## src/rtl/noc_pckt_tx.sv

```systemverilog
// noc_pckt_tx: resource-side packet transmitter feeding one xy_switch input.
// Buffers core requests in a small FIFO and writes them into the switch FIFO.
// Ports:
//   clk_i, rst_i           clock, async active-high reset
//   req_valid_i/ready_o    local request handshake
//   req_col_i/row_i/data_i request fields
//   wr_en_sw_o, pckt_sw_o  write strobe and packet to the switch
//   nxt_fifo_full_i        switch FIFO full (gates wr_en_sw_o)
//   nxt_fifo_overflow_i    switch overflow -> sticky error state
//   tx_err_o, tx_cnt_o     sticky error, wrapping sent-packet count
//   tx_fifo_empty_o        local FIFO empty
module noc_pckt_tx #(
  parameter int PCKT_COL_ADDR_W = 4,
  parameter int PCKT_ROW_ADDR_W = 4,
  parameter int PCKT_DATA_W     = 8,
  parameter int PCKT_W          = PCKT_COL_ADDR_W
                                + PCKT_ROW_ADDR_W
                                + PCKT_DATA_W,
  parameter int TX_FIFO_DEPTH_W = 2,
  parameter int TX_CNT_W        = 16
) (
  input  logic                       clk_i,
  input  logic                       rst_i,
  input  logic                       req_valid_i,
  output logic                       req_ready_o,
  input  logic [PCKT_COL_ADDR_W-1:0] req_col_i,
  input  logic [PCKT_ROW_ADDR_W-1:0] req_row_i,
  input  logic [PCKT_DATA_W-1:0]     req_data_i,
  output logic                       wr_en_sw_o,
  output logic [PCKT_W-1:0]          pckt_sw_o,
  input  logic                       nxt_fifo_full_i,
  input  logic                       nxt_fifo_overflow_i,
  output logic                       tx_err_o,
  output logic [TX_CNT_W-1:0]        tx_cnt_o,
  output logic                       tx_fifo_empty_o
);

  localparam int DEPTH = 1 << TX_FIFO_DEPTH_W;
  localparam int CW    = TX_FIFO_DEPTH_W + 1;
  localparam logic [CW-1:0] FULL_CNT = CW'(DEPTH);

  typedef enum logic {RUN, ERR} state_t;

  state_t                     state;
  logic [PCKT_W-1:0]          mem [DEPTH];
  logic [TX_FIFO_DEPTH_W-1:0] wr_ptr;
  logic [TX_FIFO_DEPTH_W-1:0] rd_ptr;
  logic [CW-1:0]              count;
  logic                       empty;
  logic                       push;
  logic                       pop;

  assign empty           = (count == '0);
  assign tx_fifo_empty_o = empty;

  // Ready uses only registered state: no bypass when full.
  assign req_ready_o = (count != FULL_CNT) && (state == RUN);
  assign push        = req_valid_i && req_ready_o;

  // Combinational on full so the switch FIFO is never written while full.
  assign wr_en_sw_o = !empty && !nxt_fifo_full_i && (state == RUN);
  assign pop        = wr_en_sw_o;

  assign pckt_sw_o = empty ? '0 : mem[rd_ptr];

  always_ff @(posedge clk_i) begin
    if (push) begin
      mem[wr_ptr] <= {req_col_i, req_row_i, req_data_i};
    end
  end

  always_ff @(posedge clk_i or posedge rst_i) begin
    if (rst_i) begin
      wr_ptr   <= '0;
      rd_ptr   <= '0;
      count    <= '0;
      state    <= RUN;
      tx_err_o <= 1'b0;
      tx_cnt_o <= '0;
    end else begin
      if (push) wr_ptr <= wr_ptr + 1'b1;
      if (pop) begin
        rd_ptr   <= rd_ptr + 1'b1;
        tx_cnt_o <= tx_cnt_o + 1'b1;
      end
      unique case ({push, pop})
        2'b10:   count <= count + 1'b1;
        2'b01:   count <= count - 1'b1;
        default: count <= count;
      endcase
      // A write coinciding with overflow still completes above.
      unique case (state)
        RUN: begin
          if (nxt_fifo_overflow_i) begin
            state    <= ERR;
            tx_err_o <= 1'b1;
          end
        end
        ERR: begin
          state    <= ERR;
          tx_err_o <= 1'b1;
        end
        default: state <= ERR;
      endcase
    end
  end

endmodule

```

## config.mk

```make
export PLATFORM = sky130hd
export DESIGN_NAME = noc_pckt_tx
export DESIGN_NICKNAME = d
export VERILOG_FILES = /design/src/rtl/noc_pckt_tx.sv
export SDC_FILE = /design/constraint.sdc
export NUM_CORES = 1
export LEC_CHECK = 0
export CORE_MARGIN = 5
export CORE_UTILIZATION = 30
export CTS_BUF_LIST = sky130_fd_sc_hd__clkbuf_8
export DETAILED_ROUTE_END_ITERATION = 10
export GPL_ROUTABILITY_DRIVEN = 0
export PLACE_DENSITY = 0.48
export SYNTH_ARGS = -nofsm -noshare
export SYNTH_HDL_FRONTEND = slang
export SYNTH_SLANG_ARGS = --single-unit
```

## constraint.sdc

```tcl
create_clock -name clk_i -period 6.2 [get_ports clk_i]
set_input_delay 0.62 -clock clk_i [delete_from_list [all_inputs] [get_ports clk_i]]
set_output_delay 0.62 -clock clk_i [all_outputs]
set_load 0.01 [all_outputs]
```

### Word level (Yosys, flattened, before mapping)

Memories as Yosys holds them, arrays and structs flattened.
Cells that the tools add are included.

| cells by class | value |
|---|---|
| add/subtract/negate cells | 5 |
| equality and inequality tests | 4 |
| mux-type cells | 8 |
| bitwise gates (word level) | 1 |
| reductions and logical operators | 8 |

Operators with widths:

| kind | number |
|---|---|
| $add A16 B1 Y16 const B | 1 |
| $mux W16 | 1 |
| $pmux W3 S2 | 1 |
| $add A2 B1 Y2 const B | 2 |
| $logic_and A1 B1 Y1 | 4 |
| $mux W1 | 4 |
| $pmux W1 S2 | 2 |
| $add A3 B1 Y3 const B | 1 |
| $logic_not A3 Y1 | 1 |
| $ne A3 B3 Y1 const B | 1 |
| $sub A3 B1 Y3 const B | 1 |
| $eq A2 B1 Y1 const B | 1 |
| $eq A2 B2 Y1 const B | 1 |
| $logic_not A1 Y1 | 2 |
| $ne A2 B2 Y1 const B | 1 |
| $reduce_bool A2 Y1 | 1 |
| $not A1 Y1 | 1 |

| word-level totals | value |
|---|---|
| flip-flop bits (word level) | 25 |
| RAM bits | 64 |
| input bits | 21 |
| output and inout bits | 36 |
| logic and storage cells | 33 |
| memories | 1 |

Memory list:

| name | words | bits a word | rd ports | clocked after Yosys merged registers in | write ports | line | RTL |
|---|---|---|---|---|---|---|---|
| mem | 4 | 16 | 1 | 0 | 1 | 45 | `logic [PCKT_W-1:0] mem [DEPTH];` |

### Logic depth before layout (Yosys ltp)

Gate-level depths: netlist of run 1.

| logic depth | value |
|---|---|
| word-level depth | 6 |
| gate-level depth with buffers | 10 |
| gate-level depth less buffers | 10 |

### Worst setup path after synthesis of run 1

OpenSTA, ideal clock, no wires.

| timing path | value |
|---|---|
| path kind | input to register |
| start | input nxt_fifo_full_i |
| end | register count[2] |
| setup time | 79 ps |
| arrival time | 2346 ps |
| required time | 6121 ps |
| slack | 3775 ps |
| cell stages on the path | 8 |
| buffers on the path | 0 |
| cells stage by stage | or2_1 nor2_1 ha_1 inv_1 fa_1 xor2_1 nor2_1 xor2_1 |

| between the ends | value |
|---|---|
| cells in the longest elaborated chain, start to end | 5 |
| elaborated cells between the ends (all ways) | 7 |
| classes of those cells | eq/ne (2); mux (1); reduce/logical (4) |

Ends and longest elaborated chain:

| item | line | RTL |
|---|---|---|
| start: declaration | 31 | `input logic nxt_fifo_full_i,` |
| $logic_not A1 Y1 (*) | 61 | `assign wr_en_sw_o = !empty && !nxt_fifo_full_i && (state == RUN);` |
| $logic_and A1 B1 Y1 (*) (2 in a row) | 61 |  |
| named net wr_en_sw_o | 29 | `output logic wr_en_sw_o,` |
| $eq A2 B1 Y1 / $eq A2 B2 Y1 (equally long branches) | 86 | `unique case ({push, pop})` |
| $pmux W3 S2 / $reduce_bool A2 Y1 (equally long branches) | n/a |  |
| end signal: assignment | 87 | `2'b10: count <= count + 1'b1;` |
| end signal: assignment | 88 | `2'b01: count <= count - 1'b1;` |
| end signal: assignment | 89 | `default: count <= count;` |
| end: declaration | 48 | `logic [CW-1:0] count;` |

The timed path passes the listed nets; every way through them passes the cells marked *.
A chain may end at the register's enable or synchronous reset.

### Final worst setup path of run 1

| timing path | value |
|---|---|
| start | register rd_ptr[0] |
| end | output pckt_sw_o[3] |

| between the ends | value |
|---|---|
| cells in the longest elaborated chain, start to end | 2 |

Ends and longest elaborated chain:

| item | line | RTL |
|---|---|---|
| start: declaration | 47 | `logic [TX_FIFO_DEPTH_W-1:0] rd_ptr;` |
| start signal: assignment | 83 | `rd_ptr <= rd_ptr + 1'b1;` |
| $mem_v2 Z4 W16 | n/a |  |
| $mux W16 | 64 | `assign pckt_sw_o = empty ? '0 : mem[rd_ptr];` |
| end: declaration | 30 | `output logic [PCKT_W-1:0] pckt_sw_o,` |

Every way passes these cells.

==> tab_implementation.tex, run 1 <==
\begin{tabular}{lr}
\hline
Metric & Value \\
\hline
\multicolumn{2}{l}{\textbf{Run status}} \\
\quad Run status & completed \\
\multicolumn{2}{l}{\textbf{Worst setup path}} \\
\quad Arrival @ worst endpoint & 2.58 ns \\
\quad Delay of the slowest cell on the worst path & 0.71 ns \\
\quad Crit-path max FO & 10 \\
\quad Crit path buffers/inverters & 2 \\
\quad CP max-delay cell & sky130\_fd\_sc\_hd\_\_dfrtp\_1 \\
\quad Startpoint Class & flip-flop \\
\quad Type of element capturing the critical path & primary output \\
\quad Worst path cell trace & buf\_4 > mux4\_2 > and2\_1 > clkdlybuf4s50\_1 \\
\quad Kind of critical path & flip-flop to primary output \\
\quad Worst path required time & 5.58 ns \\
\quad Launch instance of the worst register-to-register path & count[2]\$\_DFFE\_PP0P\_ \\
\quad Worst path top cell family by delay & buffers and inverters \\
\quad Critical path startpoint & rd\_ptr[0]\$\_DFFE\_PP0P\_ \\
\multicolumn{2}{l}{\textbf{STA}} \\
\quad Count of pins over their slew limit & 0 \\
\quad Achievable Freq & 0.313 GHz \\
\quad Transition time of the tightest slew-check pin & 0.974 ns \\
\quad Slew margin rel. & 35.0\% \\
\quad Max Clock Skew & 0.00930 ns \\
\quad Share of the clock period used by the worst path after layout & 51.6\% \\
\quad Final-report hold violation count & 0 \\
\quad Minimum clock period after layout & 3.20 ns \\
\quad Final setup fails & 0 \\
\quad Setup repair after global routing missed its margin & false \\
\quad Total negative slack for setup checks & 0 ns \\
\multicolumn{2}{l}{\textbf{Clock network}} \\
\quad Clock slew seen by the registers of the worst setup and hold paths & 0.08 ns \\
\quad TritonCTS clock tree & yes \\
\quad Hold\_buf cts & 0 \\
\quad Number of levels the H-tree was split into & 3 \\
\quad Cell at the root of the clock tree & sky130\_fd\_sc\_hd\_\_clkbuf\_8 \\
\quad Post-cts gate resize count & 0 \\
\quad Worst-skew pair later-pin latency & 0.35 ns \\
\quad Count of clock tree sinks & 89 \\
\quad Total CTS buffers & 9 \\
\quad Setup fix buffers added after clock tree synthesis & 0 \\
\quad Number of buffers between clock root and the deepest sink & 2 \\
\multicolumn{2}{l}{\textbf{Cells and area}} \\
\quad Post-layout net count & 296 \\
\quad Antenna diode count & 0 \\
\quad Final non-filler cell area & 4490 um\^{}2 \\
\quad Share of final-layout standard cells stronger than drive strength 1 & 13.2\% \\
\quad Synthesis-to-finish area growth & 24.3\% \\
\multicolumn{2}{l}{\textbf{Floorplan}} \\
\quad Number of primary I/O pins & 57 \\
\quad Site Rows & 40 \\
\quad Starting Density & 30.3\% \\
\quad Floorplan die width & 120 um \\
\quad Full die area & 14300 um\^{}2 \\
\quad Floorplan die height & 120 um \\
\quad Standard cell core area & 11900 um\^{}2 \\
\multicolumn{2}{l}{\textbf{Power}} \\
\quad Comb power frac & 18.9\% \\
\quad Power per Cell Area & 278 nW/um\^{}2 \\
\quad Share of power burned in the clock network & 26.6\% \\
\quad Net Switching & 314 uW \\
\quad Leakage power of the design & 0.00161 uW \\
\quad Design internal power & 933 uW \\
\quad Fraction of power spent switching nets & 25.2\% \\
\quad Power share of the sequential group & 54.5\% \\
\quad Worst voltage drop across the vdd grid & 0.0956 mV \\
\multicolumn{2}{l}{\textbf{Hold path}} \\
\quad Class of the worst hold path & flip-flop to flip-flop \\
\quad Beginning of the worst hold path & tx\_cnt\_o[15]\$\_DFFE\_PP0P\_ \\
\multicolumn{2}{l}{\textbf{Synthesis}} \\
\quad Share of the synthesized area in the top cell type & 53.2\% \\
\quad Post-Synthesis Mean Instance Area & 17.5 um\^{}2 \\
\quad Largest area contributor in the synthesized netlist & sky130\_fd\_sc\_hd\_\_edfxtp\_1 \\
\quad Total nets after synthesis & 234 \\
\quad Largest cells by area after synthesis & sky130\_fd\_sc\_hd\_\_edfxtp\_1 (53\%), sky130\_fd\_sc\_hd\_\_dfrtp\_1 (17\%), sky130\_fd\_sc\_hd\_\_mux4\_2 (10\%) \\
\quad Count of flip-flops with a built-in enable after synthesis & 64 \\
\quad Gate count after technology mapping & 206 \\
\quad Synth Cell Area & 3610 um\^{}2 \\
\quad Distinct cell type count of the synthesized netlist & 31 \\
\quad Proportion of register bits with asynchronous set or reset after synthesis & 28.1\% \\
\quad Seq cells post-synth & 89 \\
\quad Synth warn & 0 \\
\quad Flip-flop cell with the highest count after synthesis & sky130\_fd\_sc\_hd\_\_edfxtp\_1 \\
\quad Sequential element share of the synthesized area & 70.5\% \\
\multicolumn{2}{l}{\textbf{Global routing}} \\
\quad Antenna violations before repair & 0 \\
\quad Via count of the first global-routing pass & 2075 \\
\quad Global-route wire length before repair & 11100 um \\
\quad Overflow left after global routing & 0 \\
\quad Total routing resource utilization after global routing & 10.4\% \\
\quad Pin count of the biggest net entering global routing & 26 \\
\multicolumn{2}{l}{\textbf{Detailed routing}} \\
\quad Routed vias & 1859 \\
\quad Routed len/inst & 16.7 um \\
\quad Number of nets with antenna violations after routing & 0 \\
\quad Drt initial violations & 70 \\
\quad Average via count per standard cell & 4.44 \\
\quad First drt pass iteration count & 4 \\
\quad Drt drc & 0 \\
\quad Wire length after detailed routing & 6980 um \\
\multicolumn{2}{l}{\textbf{Placed design}} \\
\quad I/O Buffers & 56 \\
\quad Placed wire-length estimate & 4540 um \\
\quad Placement-stage cell area & 4340 um\^{}2 \\
\multicolumn{2}{l}{\textbf{Job}} \\
\quad Maxcap violations & 0 \\
\hline
\end{tabular}
[final cells by class]
cell class / count / area (um^2)
sequential: 89 / 2550
inverter: 8 / 30.0
clock buffer: 9 / 124
multi-input combinational: 103 / 1010
tap: 147 / 184
timing repair buffer: 57 / 568
clock inverter: 6 / 30.0
fill: 1134 / 7420
[registers in the layout (all words and copies together), names as in the netlist]
signal	count
state	1
tx_err_o	1
rd_ptr	2
mem	64
tx_cnt_o	16
wr_ptr	2
count	3
[routing by layer]
metal	up-vias	routed length (um)	track usage, %
met4	0	74	3.87
met3	4	275	3.25
met2	33	3490	16.7
met5	-	0	0
li1	885	-	-
met1	937	3140	13.1
[cells by family (layout without fill, tap and decap cells)]
logic type	Yosys count	in the layout	synth area share, %
buffers and inverters	14	80	1.63
AOI/OAI and AO/OA	1	1	0.173
xor gates and xnor gates	21	21	5.09
DFF	89	89	70.5
adders and majority gates	7	7	2.63
and+or+nand+nor	55	55	9.14
muxes	19	19	10.9
[power groups by stage]
stage | Combinational (uW) | Clock, uW | Sequential (uW)
after floorplan | 137 | 0 | 679
after global placement | 240 | 0 | 696
after detailed placement | 242 | 0 | 695
after CTS | 243 | 344 | 682
after global routing | 258 | 372 | 685
final | 236 | 331 | 680
[per-stage QoR]
step / power, uW / worst slack [ns] / instances / hold slack (ns) / utilization (%)
after floorplan: 816 / 3.78 / 206 / 0.460 / -
final: 1250 / 3.00 / 419 / 0.469 / 37.7
after global placement: 935 / 3.23 / 404 / 0.455 / 36.4
after global routing: 1320 / 2.78 / 419 / 0.509 / 37.7
after detailed placement: 937 / 3.18 / 404 / 0.457 / 36.4
after CTS: 1270 / 2.90 / 419 / 0.480 / 37.7
[final timing paths]
kind,endpoint,slack (ns),cells after the start
max,pckt_sw_o[3],3.00,4
min,tx_cnt_o[15]$_DFFE_PP0P_,0.47,1
max reg2reg,count[2]$_DFFE_PP0P_,3.76,9
min reg2reg,tx_cnt_o[15]$_DFFE_PP0P_,0.47,1
max in group asynchronous,wr_ptr[0]$_DFFE_PP0P_,4.81,2
min in group asynchronous,tx_cnt_o[1]$_DFFE_PP0P_,0.79,2
[cell usage after synthesis (3+ instances only)]
cell	instances
sky130_fd_sc_hd__nand4_1	5
sky130_fd_sc_hd__xor2_1	10
sky130_fd_sc_hd__inv_1	7
sky130_fd_sc_hd__and3_1	7
sky130_fd_sc_hd__nor2_1	6
sky130_fd_sc_hd__mux4_2	16
sky130_fd_sc_hd__dfrtp_1	25
sky130_fd_sc_hd__edfxtp_1	64
sky130_fd_sc_hd__and2_1	17
sky130_fd_sc_hd__ha_1	6
sky130_fd_sc_hd__xnor2_1	11
sky130_fd_sc_hd__nand3_1	3
sky130_fd_sc_hd__nand2_1	7
[cells in the final DEF, fill, tap and decap left out, drive strengths merged, types with 9 or more instances in the layout]
master | netlist | routed
inv | 8 | 11
edfxtp | 64 | 64
xor2 | 10 | 10
clkbuf | 2 | 9
clkdlybuf4s50 | 0 | 56
xnor2 | 11 | 11
dfrtp | 25 | 25
mux4 | 16 | 16
and2 | 17 | 17
Note: power is estimated with default switching activity, not from simulation.
==> run 2: changes to the inputs <==
- PLACE_DENSITY: 0.48 -> 0.49
- clock period: 6.2 -> 2.9 ns (I/O delays scaled with it)
==> tab_implementation.tex, run 2 (synthesis results as in run 1) <==
\begin{tabular}{lr}
\hline
Metric & Value \\
\hline
\multicolumn{2}{l}{\textbf{Run status}} \\
\quad Run status & completed \\
\multicolumn{2}{l}{\textbf{Clock network}} \\
\quad Setup fix buffers added after clock tree synthesis & 0 (unchanged) \\
\quad Count of clock tree sinks & 89 (unchanged) \\
\quad Total CTS buffers & 9 (unchanged) \\
\quad Post-cts gate resize count & 0 (unchanged) \\
\quad Clock slew seen by the registers of the worst setup and hold paths & 0.08 ns (about the same) \\
\quad Number of buffers between clock root and the deepest sink & 2 (unchanged) \\
\quad Worst-skew pair later-pin latency & 0.34 ns (about the same) \\
\quad Number of levels the H-tree was split into & 3 (unchanged) \\
\quad Cell at the root of the clock tree & sky130\_fd\_sc\_hd\_\_clkbuf\_8 \\
\quad TritonCTS clock tree & yes \\
\quad Hold\_buf cts & 0 (unchanged) \\
\multicolumn{2}{l}{\textbf{Floorplan}} \\
\quad Floorplan die height & 120 um (unchanged) \\
\quad Full die area & 14300 um\^{}2 (unchanged) \\
\quad Number of primary I/O pins & 57 (unchanged) \\
\quad Standard cell core area & 11900 um\^{}2 (unchanged) \\
\quad Floorplan die width & 120 um (unchanged) \\
\quad Site Rows & 40 (unchanged) \\
\quad Starting Density & 30.3\% (unchanged) \\
\multicolumn{2}{l}{\textbf{Worst setup path}} \\
\quad Kind of critical path & flip-flop to primary output \\
\quad Capturing element of the worst setup path & pckt\_sw\_o[9] \\
\quad Setup slack of the worst register-to-register path & 0.80 ns (-2.96 ns) \\
\quad Crit-path max FO & 10 (unchanged) \\
\quad Type of element capturing the critical path & primary output \\
\quad Critical path startpoint & rd\_ptr[0]\$\_DFFE\_PP0P\_ \\
\quad Arrival @ worst endpoint & 2.10 ns (-0.48 ns) \\
\quad Worst path required time & 2.61 ns (-2.97 ns) \\
\quad Launch instance of the worst register-to-register path & count[0]\$\_DFFE\_PP0P\_ \\
\quad Startpoint Class & flip-flop \\
\quad Reg-to-reg critical path endpoint & count[2]\$\_DFFE\_PP0P\_ \\
\quad Number of cells traversed by the worst register-to-register path & 10 (+1) \\
\multicolumn{2}{l}{\textbf{Power}} \\
\quad Power per Cell Area & 583 nW/um\^{}2 (+110\%) \\
\quad Worst voltage drop across the vdd grid & 0.189 mV (+97\%) \\
\quad Leakage power of the design & 0.00165 uW (+2.9\%) \\
\quad Total design power & 2660 uW (+110\%) \\
\multicolumn{2}{l}{\textbf{Placed design}} \\
\quad Placed Instances & 413 (+2.2\%) \\
\quad Placed wire-length estimate & 4500 um (-0.97\%) \\
\quad I/O Buffers & 56 (unchanged) \\
\quad Post-Place Setup Slack & 0.653 ns (-2.53 ns) \\
\multicolumn{2}{l}{\textbf{Global routing}} \\
\quad Global-route wire length before repair & 11000 um (-0.62\%) \\
\quad Via count of the first global-routing pass & 2069 (-0.29\%) \\
\quad Pin count of the biggest net entering global routing & 26 (unchanged) \\
\quad Total routing resource utilization after global routing & 10.2\% (-0.11 points) \\
\quad Overflow left after global routing & 0 (unchanged) \\
\quad Antenna violations before repair & 0 (unchanged) \\
\multicolumn{2}{l}{\textbf{STA}} \\
\quad Setup repair after global routing missed its margin & false \\
\quad Count of pins over their slew limit & 0 (unchanged) \\
\quad Max Clock Skew & 0.0100 ns (+0.000704 ns) \\
\quad Minimum clock period after layout & 2.39 ns \\
\quad Slew margin rel. & 57.9\% (+23 points) \\
\quad Final critical-path setup slack & 0.513 ns (-2.49 ns) \\
\quad Achievable Freq & 0.419 GHz \\
\quad Final-report hold violation count & 0 (unchanged) \\
\quad Final setup fails & 0 (unchanged) \\
\quad Share of the clock period used by the worst path after layout & 82.3\% \\
\quad Total negative slack for setup checks & 0 ns (unchanged) \\
\quad Transition time of the tightest slew-check pin & 0.623 ns (-0.351 ns) \\
\multicolumn{2}{l}{\textbf{Cells and area}} \\
\quad Antenna diode count & 0 (unchanged) \\
\quad Registers with the most flip-flops & mem x64, tx\_cnt\_o x16, count x3 \\
\quad Area of the multi-input gates & 1010 um\^{}2 (unchanged) \\
\quad Post-layout net count & 305 (+3.0\%) \\
\quad Most common cell after layout, fill and taps aside & sky130\_fd\_sc\_hd\_\_edfxtp\_1 \\
\quad Flip-flop count of the largest register, all copies and words added & 64 (unchanged) \\
\quad Share of final-layout standard cells stronger than drive strength 1 & 15.6\% (+2.4 points) \\
\quad Commonest cells after routing, fill and taps aside & sky130\_fd\_sc\_hd\_\_edfxtp\_1 (64), sky130\_fd\_sc\_hd\_\_clkdlybuf4s50\_1 (56), sky130\_fd\_sc\_hd\_\_dfrtp\_1 (25) \\
\quad Fill count & 1127 (-0.62\%) \\
\quad Register area & 2550 um\^{}2 (unchanged) \\
\quad Biggest register & mem \\
\quad Number of standard cells in the final layout excluding fillers & 429 (+2.4\%) \\
\quad Final core area utilization & 38.3\% (+0.60 points) \\
\quad Synthesis-to-finish area growth & 26.2\% \\
\multicolumn{2}{l}{\textbf{Detailed routing}} \\
\quad Average via count per standard cell & 4.45 (+0.30\%) \\
\quad Routed vias & 1909 (+2.7\%) \\
\quad Wire length after detailed routing & 6810 um (-2.4\%) \\
\quad Drt initial violations & 41 (-41\%) \\
\quad Drt drc & 0 (unchanged) \\
\quad Routed len/inst & 15.9 um (-4.7\%) \\
\quad Number of nets with antenna violations after routing & 0 (unchanged) \\
\quad First drt pass iteration count & 4 (unchanged) \\
\multicolumn{2}{l}{\textbf{Hold path}} \\
\quad Class of the worst hold path & primary input to asynchronous set/reset pin \\
\multicolumn{2}{l}{\textbf{Job}} \\
\quad Maxcap violations & 0 (unchanged) \\
\hline
\end{tabular}
[run 2: cell count changes in the layout (fill, tap and decap cells not counted)]
cell	change
sky130_fd_sc_hd__buf_4	+9
sky130_fd_sc_hd__clkinv_2	-2
sky130_fd_sc_hd__clkinv_4	-1
sky130_fd_sc_hd__clkinvlp_4	+2
sky130_fd_sc_hd__inv_1	+2
[run 2: worst min path at each step]
stage,slack (ns),start,to
after floorplan,0.32,rst_i,count[0]$_DFFE_PP0P_
after global placement,0.45,tx_err_o$_DFFE_PP0P_,tx_err_o$_DFFE_PP0P_
after detailed placement,0.46,tx_err_o$_DFFE_PP0P_,tx_err_o$_DFFE_PP0P_
after CTS,0.28,rst_i,rd_ptr[1]$_DFFE_PP0P_
after global routing,0.35,rst_i,rd_ptr[1]$_DFFE_PP0P_
final,0.29,rst_i,rd_ptr[1]$_DFFE_PP0P_
[run 2: worst max-delay path: stages (launching register included)]
cell                              delay, ns
sky130_fd_sc_hd__dfrtp_1               0.35
sky130_fd_sc_hd__buf_4                 0.23
sky130_fd_sc_hd__mux4_2                0.52
sky130_fd_sc_hd__and2_1                0.18
sky130_fd_sc_hd__clkdlybuf4s50_1       0.47
[run 2: layout make-up]
cell class	instances	share of cell area, %
repair buffers	66	13.9
flip-flops and latches	89	55.8
well taps	147	4.03
clock inverters	7	0.740
clock buffers	9	2.71
multi-input cells	103	22.1
inverters	8	0.658
[run 2: stage by stage]
step | cell area (um^2) | hold slack, ns
global placement | 4410 | 0.453
finish | 4560 | 0.292
CTS | 4560 | 0.282
global route | 4560 | 0.348
floorplan | 3610 | 0.317
detailed placement | 4410 | 0.461
[run 2: where the power goes]
| part | switching [uW] | internal [uW] |
|---|---|---|
| clock network | 399 | 296 |
| logic | 227 | 312 |
| registers | 29.1 | 1400 |
[run 2: layer usage]
metal  global-route usage [%]  up-vias  wire length, um
li1                         -      910                -
met1                     12.2      964             2920
met2                     17.5       27             3570
met3                     2.54        8              215
met4                     4.51        0               94
met5                        0        -                0
==> edit: new RTL, flow settings as in run 1 <==
Register the output `tx_cnt_o` once more; this adds one clock of latency there. The other outputs are not delayed to match.
--- a/src/rtl/noc_pckt_tx.sv
+++ b/src/rtl/noc_pckt_tx.sv
@@ -41,6 +41,8 @@
 
   typedef enum logic {RUN, ERR} state_t;
 
+  logic [TX_CNT_W-1:0] tx_cnt_s0;
+
   state_t                     state;
   logic [PCKT_W-1:0]          mem [DEPTH];
   logic [TX_FIFO_DEPTH_W-1:0] wr_ptr;
@@ -76,12 +78,12 @@
       count    <= '0;
       state    <= RUN;
       tx_err_o <= 1'b0;
-      tx_cnt_o <= '0;
+      tx_cnt_s0 <= '0;
     end else begin
       if (push) wr_ptr <= wr_ptr + 1'b1;
       if (pop) begin
         rd_ptr   <= rd_ptr + 1'b1;
-        tx_cnt_o <= tx_cnt_o + 1'b1;
+        tx_cnt_s0 <= tx_cnt_s0 + 1'b1;
       end
       unique case ({push, pop})
         2'b10:   count <= count + 1'b1;
@@ -105,5 +107,9 @@
     end
   end
 
+  always_ff @(posedge clk_i) begin
+    tx_cnt_o <= tx_cnt_s0;
+  end
+
 endmodule
 
Behaviour: not the same (a bounded check fails within 4 cycles, from zero or initial values and one cycle with rst_i high).
==> edit against run 1 <==
Sequential power up 16%. Die area increased by 8.0%. Sequential cell count grew 16. Design area rose by 9.5%. Area after synthesis grew 8.8%. Cell count increased by 9.3%. Global-route usage shrank 0.42 points. Sequential share of layout area rose by 1.6 points. Total power grew 19%. Worst setup slack lost 0.032 ns. First-iteration DRC count up 26%. Hold slack lost 0.073 ns. Wire length up 2.5%. Largest power group unchanged.
==> edit: results <==
layout:
  diodes: 0
  biggestRegsByFlops: "mem (64), tx_cnt_o (16), tx_cnt_s0 (16)"
  fillers: 1227
  nNetsFinal: 309
  drive_gt1_share_pct: 15.0
critical_path:
  r2r_setup_slack_ns: 3.54
  worstReg2RegStart: "count[0]"
  slowest_delay_ns: 0.69
  worstPathArrival_ns: 2.61
global_route:
  grt_first_pass_wirelength_um: 11700
  grt_pass1_vias: 2151
  grt_use_total_pct: 9.94
sta:
  final.setup_skew_ns: 0.00952
  holdWs_ns: 0.396
  worst_pin_slew_ns: 0.965
worst_hold_path:
  hold_class: "flop to flop"
  hp-start: "tx_cnt_s0[15]"
clock_tree:
  path_clk_slew_ns: 0.10
  worstSkewPairLatency_ns: 0.38
routing:
  routed-via-count: 1949
  drt_iter0_drc: 88
  drt-total-wl_um: 7150
  dr.pass1.iters: 4
pwr:
  leakage_nw: 1.77
  switching_share_pct: 24.2
  irDropWorstVdd_mv: 0.120
outcome:
  status: "finished, final reports clean"
placed_design:
  io_buffers: 56
  hpwl_um: 4640
yosys:
  ys_async_sr_fraction_pct: 23.8
  synth_commonest_cells: "64 x edfxtp_1, 25 x dfrtp_1, 16 x dfxtp_1, 16 x mux4_2, 16 x nor2b_1"
  ys.flop_type: "edfxtp_1"
  ys_seq_area_share_pct: 72.9
  synth.area.top_cells: "edfxtp_1 49%, dfrtp_1 16%, mux4_2 9.2%"
  syn_nets: 246
edit: changes by cell type after synthesis, moves of 2 or more:
cell	delta
nor2b_1	+16
and3_1	-3
nor2_1	-2
and2_1	-16
nor3_1	+4
and4_1	-2
buf_2	+2
nand4_1	-2
dfxtp_1	+16
edit: worst paths after layout:
path | to | cells after the start
worst max register to register | count[2] | 9
worst min-delay path | tx_cnt_o[15] | 0
worst max-delay path | pckt_sw_o[13] | 4
min in group asynchronous | tx_cnt_s0[15] | 2
max in group asynchronous | tx_cnt_s0[1] | 2
worst min register to register | tx_cnt_o[15] | 0
edit: routing by layer:
| metal | part of all wire, % | routed length, µm | vias up | track usage [%] |
|---|---|---|---|---|
| met3 | 4.7 | 339 | 10 | 3.86 |
| met1 | 45 | 3210 | 976 | 12.0 |
| met4 | 1.8 | 131 | 0 | 4.84 |
| met5 | 0 | 0 | - | 0 |
| li1 | - | - | 928 | - |
| met2 | 48 | 3470 | 35 | 15.5 |
edit: layout make-up:
cell class / count / share of cell area (%)
repair buffers: 58 / 11.7
clock buffers: 9 / 2.52
clock inverters: 7 / 1.91
multi-input cells: 100 / 20.6
well taps: 172 / 4.38
flip-flops and latches: 105 / 58.3
inverters: 7 / 0.534
edit: critical path: cells and delay by family, from the launching register on:
family | cells | cell delay, ns
DFF | 1 | 0.69
and+or+nand+nor | 1 | 0.16
muxes | 1 | 0.51
buffers and inverters | 2 | 0.87
edit: cells by family after synthesis:
group                    count (synthesis)  synth area share [%]
AO/OA/AOI/OAI                            1                 0.159
XOR/XNOR                                21                  4.68
adder cells (fa/ha/maj)                  7                  2.42
buffers and inverters                   13                  1.37
flip-flops                             105                  72.9
multiplexers                            19                  9.99
AND/OR/NAND/NOR                         52                  8.43
edit: stage by stage:
step | std cells | util (%) | cell area (µm²) | power [W] | setup slack (ns)
after global placement | 442 | 36.9 | 4700 | 0.00104 | 3.29
final | 458 | 38.7 | 4920 | 0.00148 | 2.97
after global routing | 458 | 38.7 | 4920 | 0.00156 | 2.77
after floorplan | 218 | - | 3930 | 0.000918 | 3.99
after detailed placement | 442 | 36.9 | 4700 | 0.00104 | 3.31
after CTS | 458 | 38.7 | 4920 | 0.00151 | 2.87
edit: power by group through the flow:
| stage | registers (W) | logic (W) | clock network, W |
|---|---|---|---|
| detailed placement | 0.000803 | 0.000240 | 0 |
| floorplan | 0.000785 | 0.000133 | 0 |
| global placement | 0.000803 | 0.000236 | 0 |
| finish | 0.000786 | 0.000233 | 0.000462 |
| CTS | 0.000788 | 0.000240 | 0.000482 |
| global route | 0.000791 | 0.000256 | 0.000513 |
